**src/rtl/rr_grant_pkg.sv**
```systemverilog
// Shared types and helpers for the round-robin grant scheduler.
// Search helpers work on a 64-bit request view (max N_REQ).
package rr_grant_pkg;

  localparam int MAX_REQ = 64;
  localparam int MAX_W   = 6;

  typedef enum logic {
    IDLE  = 1'b0,
    GRANT = 1'b1
  } state_t;

  typedef struct packed {
    logic             found;
    logic [MAX_W-1:0] idx;
  } pick_t;

  // Modulo-n increment of an index.
  function automatic logic [MAX_W-1:0] next_idx(
    input logic [MAX_W-1:0] idx,
    input int               n
  );
    if (int'(idx) + 1 >= n) return '0;
    return idx + 1'b1;
  endfunction

  // First set request at or after ptr, wrapping at n-1 to 0.
  function automatic pick_t rr_pick(
    input logic [MAX_REQ-1:0] req,
    input logic [MAX_W-1:0]   ptr,
    input int                 n
  );
    pick_t p;
    int    c;
    p = '0;
    c = 0;
    for (int k = 0; k < MAX_REQ; k++) begin
      if (k < n && !p.found) begin
        c = int'(ptr) + k;
        if (c >= n) c = c - n;
        if (req[c[MAX_W-1:0]]) begin
          p.found = 1'b1;
          p.idx   = c[MAX_W-1:0];
        end
      end
    end
    return p;
  endfunction

endpackage

```
**src/rtl/rr_grant_scheduler_onehot_decode.sv**
```systemverilog
// Binary index to one-hot vector decoder.
// Indices beyond OUT_WIDTH-1 shift out to all-zero.
module onehot_decode #(
  parameter int IN_WIDTH  = 3,
  parameter int OUT_WIDTH = 8
) (
  input  logic [IN_WIDTH-1:0]  i_idx,
  output logic [OUT_WIDTH-1:0] o_onehot
);

  // Shift a single set bit into position.
  always_comb begin
    o_onehot = OUT_WIDTH'(1) << i_idx;
  end

endmodule

```
**src/rtl/rr_grant_scheduler.sv**
```systemverilog
// Round-robin grant scheduler: hold grant until done, no preemption.
// Optional checks/grant counters with macro RR_GRANT_CHECK_EN.
module rr_grant_scheduler
  import rr_grant_pkg::*;
#(
  parameter  int N_REQ = 8,
  localparam int IDX_W = $clog2(N_REQ)
) (
  input  logic             clk,
  input  logic             rst_n,
  input  logic [N_REQ-1:0] req,
  input  logic             done,
  output logic [N_REQ-1:0] gnt,
  output logic [IDX_W-1:0] gnt_idx,
  output logic             gnt_valid,
  output logic             busy
);

  state_t           r_state;
  logic [IDX_W-1:0] r_ptr;
  logic [IDX_W-1:0] r_idx;
  logic             r_valid;

  logic [MAX_REQ-1:0] w_req;
  logic [MAX_REQ-1:0] w_excl;
  logic [MAX_W-1:0]   w_nptr;
  pick_t              w_pick;
  pick_t              w_repick;
  logic [N_REQ-1:0]   w_dec;
  logic               w_unused;

  // Arbitration from ptr, and same-cycle re-arbitration on release.
  always_comb begin
    w_req    = MAX_REQ'(req);
    w_pick   = rr_pick(w_req, MAX_W'(r_ptr), N_REQ);
    w_nptr   = next_idx(MAX_W'(r_idx), N_REQ);
    w_excl   = w_req & ~(MAX_REQ'(1) << r_idx);
    w_repick = rr_pick(w_excl, w_nptr, N_REQ);
  end

  assign w_unused = ^{w_pick.idx, w_repick.idx, w_nptr};

  // Two-state grant FSM with registered index and valid.
  always_ff @(posedge clk or negedge rst_n) begin
    if (!rst_n) begin
      r_state <= IDLE;
      r_ptr   <= '0;
      r_idx   <= '0;
      r_valid <= 1'b0;
    end else begin
      case (r_state)
        IDLE: begin
          if (w_pick.found) begin
            r_state <= GRANT;
            r_idx   <= w_pick.idx[IDX_W-1:0];
            r_valid <= 1'b1;
          end
        end
        GRANT: begin
          if (done) begin
            r_ptr <= w_nptr[IDX_W-1:0];
            if (w_repick.found) begin
              r_idx <= w_repick.idx[IDX_W-1:0];
            end else begin
              r_state <= IDLE;
              r_valid <= 1'b0;
            end
          end
        end
        default: begin
          r_state <= IDLE;
          r_valid <= 1'b0;
        end
      endcase
    end
  end

  onehot_decode #(
    .IN_WIDTH (IDX_W),
    .OUT_WIDTH(N_REQ)
  ) u_dec (
    .i_idx   (r_idx),
    .o_onehot(w_dec)
  );

  assign gnt       = w_dec & {N_REQ{r_valid}};
  assign gnt_idx   = r_idx;
  assign gnt_valid = r_valid;
  assign busy      = (r_state == GRANT);

`ifdef RR_GRANT_CHECK_EN
  logic [31:0] r_gnt_cnt [N_REQ];
  logic        w_new;
  logic [IDX_W-1:0] w_new_idx;

  always_comb begin
    w_new     = 1'b0;
    w_new_idx = '0;
    if (r_state == IDLE && w_pick.found) begin
      w_new     = 1'b1;
      w_new_idx = w_pick.idx[IDX_W-1:0];
    end else if (r_state == GRANT && done && w_repick.found) begin
      w_new     = 1'b1;
      w_new_idx = w_repick.idx[IDX_W-1:0];
    end
  end

  // Per-requester count of grants issued.
  always_ff @(posedge clk or negedge rst_n) begin
    if (!rst_n) begin
      for (int i = 0; i < N_REQ; i++) r_gnt_cnt[i] <= '0;
    end else if (w_new) begin
      r_gnt_cnt[w_new_idx] <= r_gnt_cnt[w_new_idx] + 32'd1;
    end
  end

  // Grant shape and protocol checks.
  always_ff @(posedge clk) begin
    if (rst_n) begin
      assert ($onehot0(gnt))
        else $error("gnt not onehot0");
      if (gnt_valid) begin
        assert ($onehot(gnt) && int'(gnt_idx) < N_REQ)
          else $error("bad grant while valid");
      end
      assert (!(done && !gnt_valid))
        else $warning("done while idle");
    end
  end
`endif

endmodule

```
**config.mk**
```make
export PLATFORM = sky130hd
export DESIGN_NAME = rr_grant_scheduler
export DESIGN_NICKNAME = d
export VERILOG_FILES = /design/src/rtl/rr_grant_pkg.sv /design/src/rtl/rr_grant_scheduler_onehot_decode.sv /design/src/rtl/rr_grant_scheduler.sv
export SDC_FILE = /design/constraint.sdc
export NUM_CORES = 1
export LEC_CHECK = 0
export BUFFER_PORTS_ARGS = -buffer_cell sky130_fd_sc_hd__buf_2
export CAP_MARGIN = 5
export CORE_MARGIN = 1.5
export CORE_UTILIZATION = 62
export CTS_CLUSTER_SIZE = 16
export DETAILED_ROUTE_END_ITERATION = 7
export GPL_TIMING_DRIVEN = 1
export PLACE_DENSITY = 0.81
export SLEW_MARGIN = 20
export SYNTH_ARGS = -nofsm -noshare
export SYNTH_HDL_FRONTEND = slang
export SYNTH_SLANG_ARGS = --single-unit
```
**constraint.sdc**
```tcl
create_clock -name clk -period 4.66 [get_ports clk]
set_clock_uncertainty 0.15 [all_clocks]
set_input_delay 0 -clock clk [delete_from_list [all_inputs] [get_ports clk]]
set_output_delay 0 -clock clk [all_outputs]
set_load 0.01 [all_outputs]
```
==> impl_metrics.tcl <==
set metrics [dict create \
    synthesized_area_fraction_occupied_by_adder_cells_pct 15.1 \
    synth_area_um2 2820 \
    yosysTopAreaCellShare_pct 15.1 \
    chipHeight_um 70.4 \
    cts.sinks 8 \
    yosys_warnings 0 \
    clk_root_buffer_cell "clkbuf_8" \
    gpl.final_weighted_congestion 1.07 \
    antenna_found_initial 0 \
    basic_gate_share_of_the_synthesized_area_counting_and_or_nand_and_nor_cells_pct 22.1 \
    timing.max_cap.violations 0 \
    layout.filler_cells 389 \
    wl_per_cell_um 18.6 \
    rsz0062_at_grt "false" \
    ys_dominant_reg_cell "dfrtp_1" \
    cts.path.max_buffers 2 \
    finalCritPeriodShare_pct 91.5 \
    timing.fmax_ghz 0.234 \
    critical_path_arrival_ps 4220 \
    final_net_count 408 \
    timing.setup.critical_path_class "reg2reg" \
    final_setup_slack_of_the_worst_path_ps 395 \
    seq_area_um2 200 \
    drc 0 \
    tightestPinTransition_ps 651 \
    grt_pass1_wl_mm 12.9 \
    critical_path.startpoint_type "flop" \
    detailroute.via_count 2841 \
    hold-path-endpoint "r_ptr[0]" \
    setup_total_negative_slack_ps 0 \
    detailedPlacementHpwl_mm 6.01 \
    share_of_flip_flops_with_an_asynchronous_set_or_reset_after_synthesis_pct 100 \
    first_pass_iters 4 \
    core_area_um2 4350 \
    finalHoldWorstSlack_ps 73.8 \
    r2r_start "gnt_idx[2]" \
    grt-ovfl-total 0 \
    synth.mux.area_fraction_pct 19.7 \
    post_cts_resize_count 0 \
    place.port_buffers 23 \
    detail_route.iter0.violations 189 \
    syn_inst 340 \
    vias_per_cell 6.88 \
    critical_path.slowest_cell "dfrtp_1" \
    period_needed_ps 4270 \
    grt_start_max_net_pins 24 \
    worstHoldStart "done" \
    post_synth_xor_area_fraction_pct 1.24 \
    floorplan.io_pins 24 \
    antenna_left 0 \
    post_route_cells_drive_above_1_share_pct 20.2 \
    final_common_cell "ha_1" \
    multi_input_comb_area_um2 2450 \
    hold_path_depth 3 \
    clk_transition_reported_paths_ps 40 \
    gr-usage-all-layers_pct 31.4 \
    run_status "finished, final reports clean" \
    routed_wirelength_mm 7.68 \
    dominant_combinational_cell_family_by_area_after_synthesis "compound AO/OA/AOI/OAI gates" \
    critPathMaxStageDelay_ps 590 \
    timing.rr.end "gnt_idx[0]" \
    cp.required_ps 4620 \
    final-setup-viol-count 0 \
    path_max_fanout 15 \
    synth_compound_gate_area_share_pct 28.6 \
    cp-end-kind "flop" \
    dieArea_um2 4950 \
    num_antenna_cells 0 \
    syn_to_final_growth_pct 7.60 \
    finalHoldViolations 0 \
    tritoncts "yes" \
    number_of_pins_exceeding_their_max_slew_limit_in_the_final_report 0 \
    syn_avg_cell_area_um2 8.28 \
    ys_seq_elements 8 \
    synth_cell_types 78 \
    synth.yosys.seq_area_share_pct 7.11 \
    worst-r2r-cell-count 15 \
    r2r_setup_slack_ps 390 \
    synth_enable_flop_cells 0 \
    cts_inserted_buffers 3 \
    netlist_top_cells_area "ha_1, mux4_2, dfrtp_1, mux2i_1, a211oi_1" \
    die_x_um 70.4 \
    hp-class "in2reg" \
    relSlewSlack_pct 56.3 \
    place_ws_ps 519 \
    number_of_global_route_vias_before_repair 2735 \
    timing.critical_path.mode_cell "ha_1" \
    clk-insertion-delay-late_ps 220 \
    final_cell_mix "ha_1, nand2_1, buf_2, a21oi_1, inv_1" \
    clock_tree.htree_level_count 1 \
    standard_cell_rows 24 \
    initial_utilization_pct 64.7 \
    synth_top_area_cell "ha_1" \
    timing.critical_path.cells "inv_1, ha_1, inv_1, nand2_1, clkinv_1, ha_1, a21oi_1, ha_1, nand2_1, mux2_2, nor3_2, nand2b_1, a32oi_1, o221a_2, a211o_1" \
]
-- layout make-up --
cell class | instances | share of cell area, %
inverters | 22 | 2.73
flip-flops and latches | 8 | 6.61
clock buffers | 3 | 1.36
multi-input cells | 296 | 81.0
repair buffers | 32 | 6.20
well taps | 52 | 2.15
-- through the flow --
| step | instance area, µm² | std cells | utilization [%] |
|---|---|---|---|
| after floorplan | 2820 | 341 | - |
| after global placement | 2970 | 408 | 68.2 |
| after detailed placement | 2970 | 408 | 68.2 |
| after CTS | 3030 | 413 | 69.6 |
| after global routing | 3030 | 413 | 69.6 |
| final | 3030 | 413 | 69.6 |
-- metal layers --
layer | part of all wire (%) | global-route usage (%) | up-vias | routed length, µm
met5 | 0 | 0 | - | 0
met4 | 3.0 | 9.40 | 0 | 228
met3 | 6.0 | 1.73 | 20 | 462
met2 | 50 | 56.8 | 126 | 3840
met1 | 41 | 40.0 | 1338 | 3150
li1 | - | - | 1357 | -
-- how the worst max path moves through the flow --
stage,from,to,depth (start not counted)
4_1_cts,gnt_idx[2],gnt_idx[0],15
6_report,gnt_idx[2],gnt_idx[0],15
5_1_grt,gnt_idx[2],gnt_idx[0],16
3_5_place_dp,gnt_idx[2],gnt_idx[0],16
3_3_place_gp,gnt_idx[2],gnt_idx[1],16
2_1_floorplan,gnt_idx[2],gnt_idx[0],17
-- cell usage after synthesis (2+ instances only) --
| master | n |
|---|---|
| nor2b_1 | 6 |
| nand3_1 | 5 |
| o32ai_1 | 2 |
| a32oi_1 | 2 |
| nand2b_1 | 13 |
| conb_1 | 2 |
| a211o_1 | 2 |
| nor3_1 | 9 |
| buf_1 | 2 |
| clkbuf_1 | 3 |
| nand2_1 | 25 |
| a2111oi_0 | 5 |
| clkinv_1 | 2 |
| a31oi_1 | 7 |
| buf_2 | 6 |
| a31o_2 | 2 |
| mux2_2 | 10 |
| mux4_2 | 12 |
| nor4_1 | 2 |
| ha_1 | 34 |
| buf_6 | 2 |
| or3_1 | 2 |
| xnor2_1 | 3 |
| nor3b_1 | 4 |
| and2_1 | 6 |
| or2_2 | 3 |
| o22ai_1 | 4 |
| o2bb2ai_1 | 2 |
| mux2i_1 | 13 |
| dfrtp_1 | 8 |
| a211oi_1 | 16 |
| a41oi_1 | 2 |
| o31a_1 | 2 |
| and3_1 | 4 |
| o21a_1 | 3 |
| a21oi_1 | 21 |
| a21o_1 | 5 |
| o221ai_1 | 4 |
| and3b_1 | 2 |
| o211ai_1 | 2 |
| nor2_1 | 17 |
| o21ai_0 | 10 |
| inv_1 | 19 |
-- critical path, delay by kind of cell (launching register included) --
family	cells	cell delay [ps]
AOI/OAI and AO/OA	4	910
adders and majority gates	3	920
buffers and inverters	3	500
DFF	1	590
muxes	1	280
and+or+nand+nor	4	790
-- cells by family (layout without fill, tap and decap cells) --
group / after synthesis / after routing
xor+xnor: 4 / 4
buf+inv: 37 / 57
compound gates: 108 / 108
fa+ha+maj: 34 / 34
mux: 37 / 37
flops: 8 / 8
simple gates: 110 / 110
other cells: 2 / 3
-- sequential cells by signal, summed over array words and instances, names as in the netlist --
signal and cells:
gnt_idx 3, gnt_valid 1, busy 1, r_ptr 3
-- what timing repair did --
| item | 4_1_cts | 5_1_grt |
|---|---|---|
| buffers inserted | 0 | 0 |
| hold endpoints to repair | 8 | 0 |
| hold buffers | 2 | 0 |
Power is not shown: default switching activity piles up to over one toggle a cycle in this logic, so the estimate is an artifact.
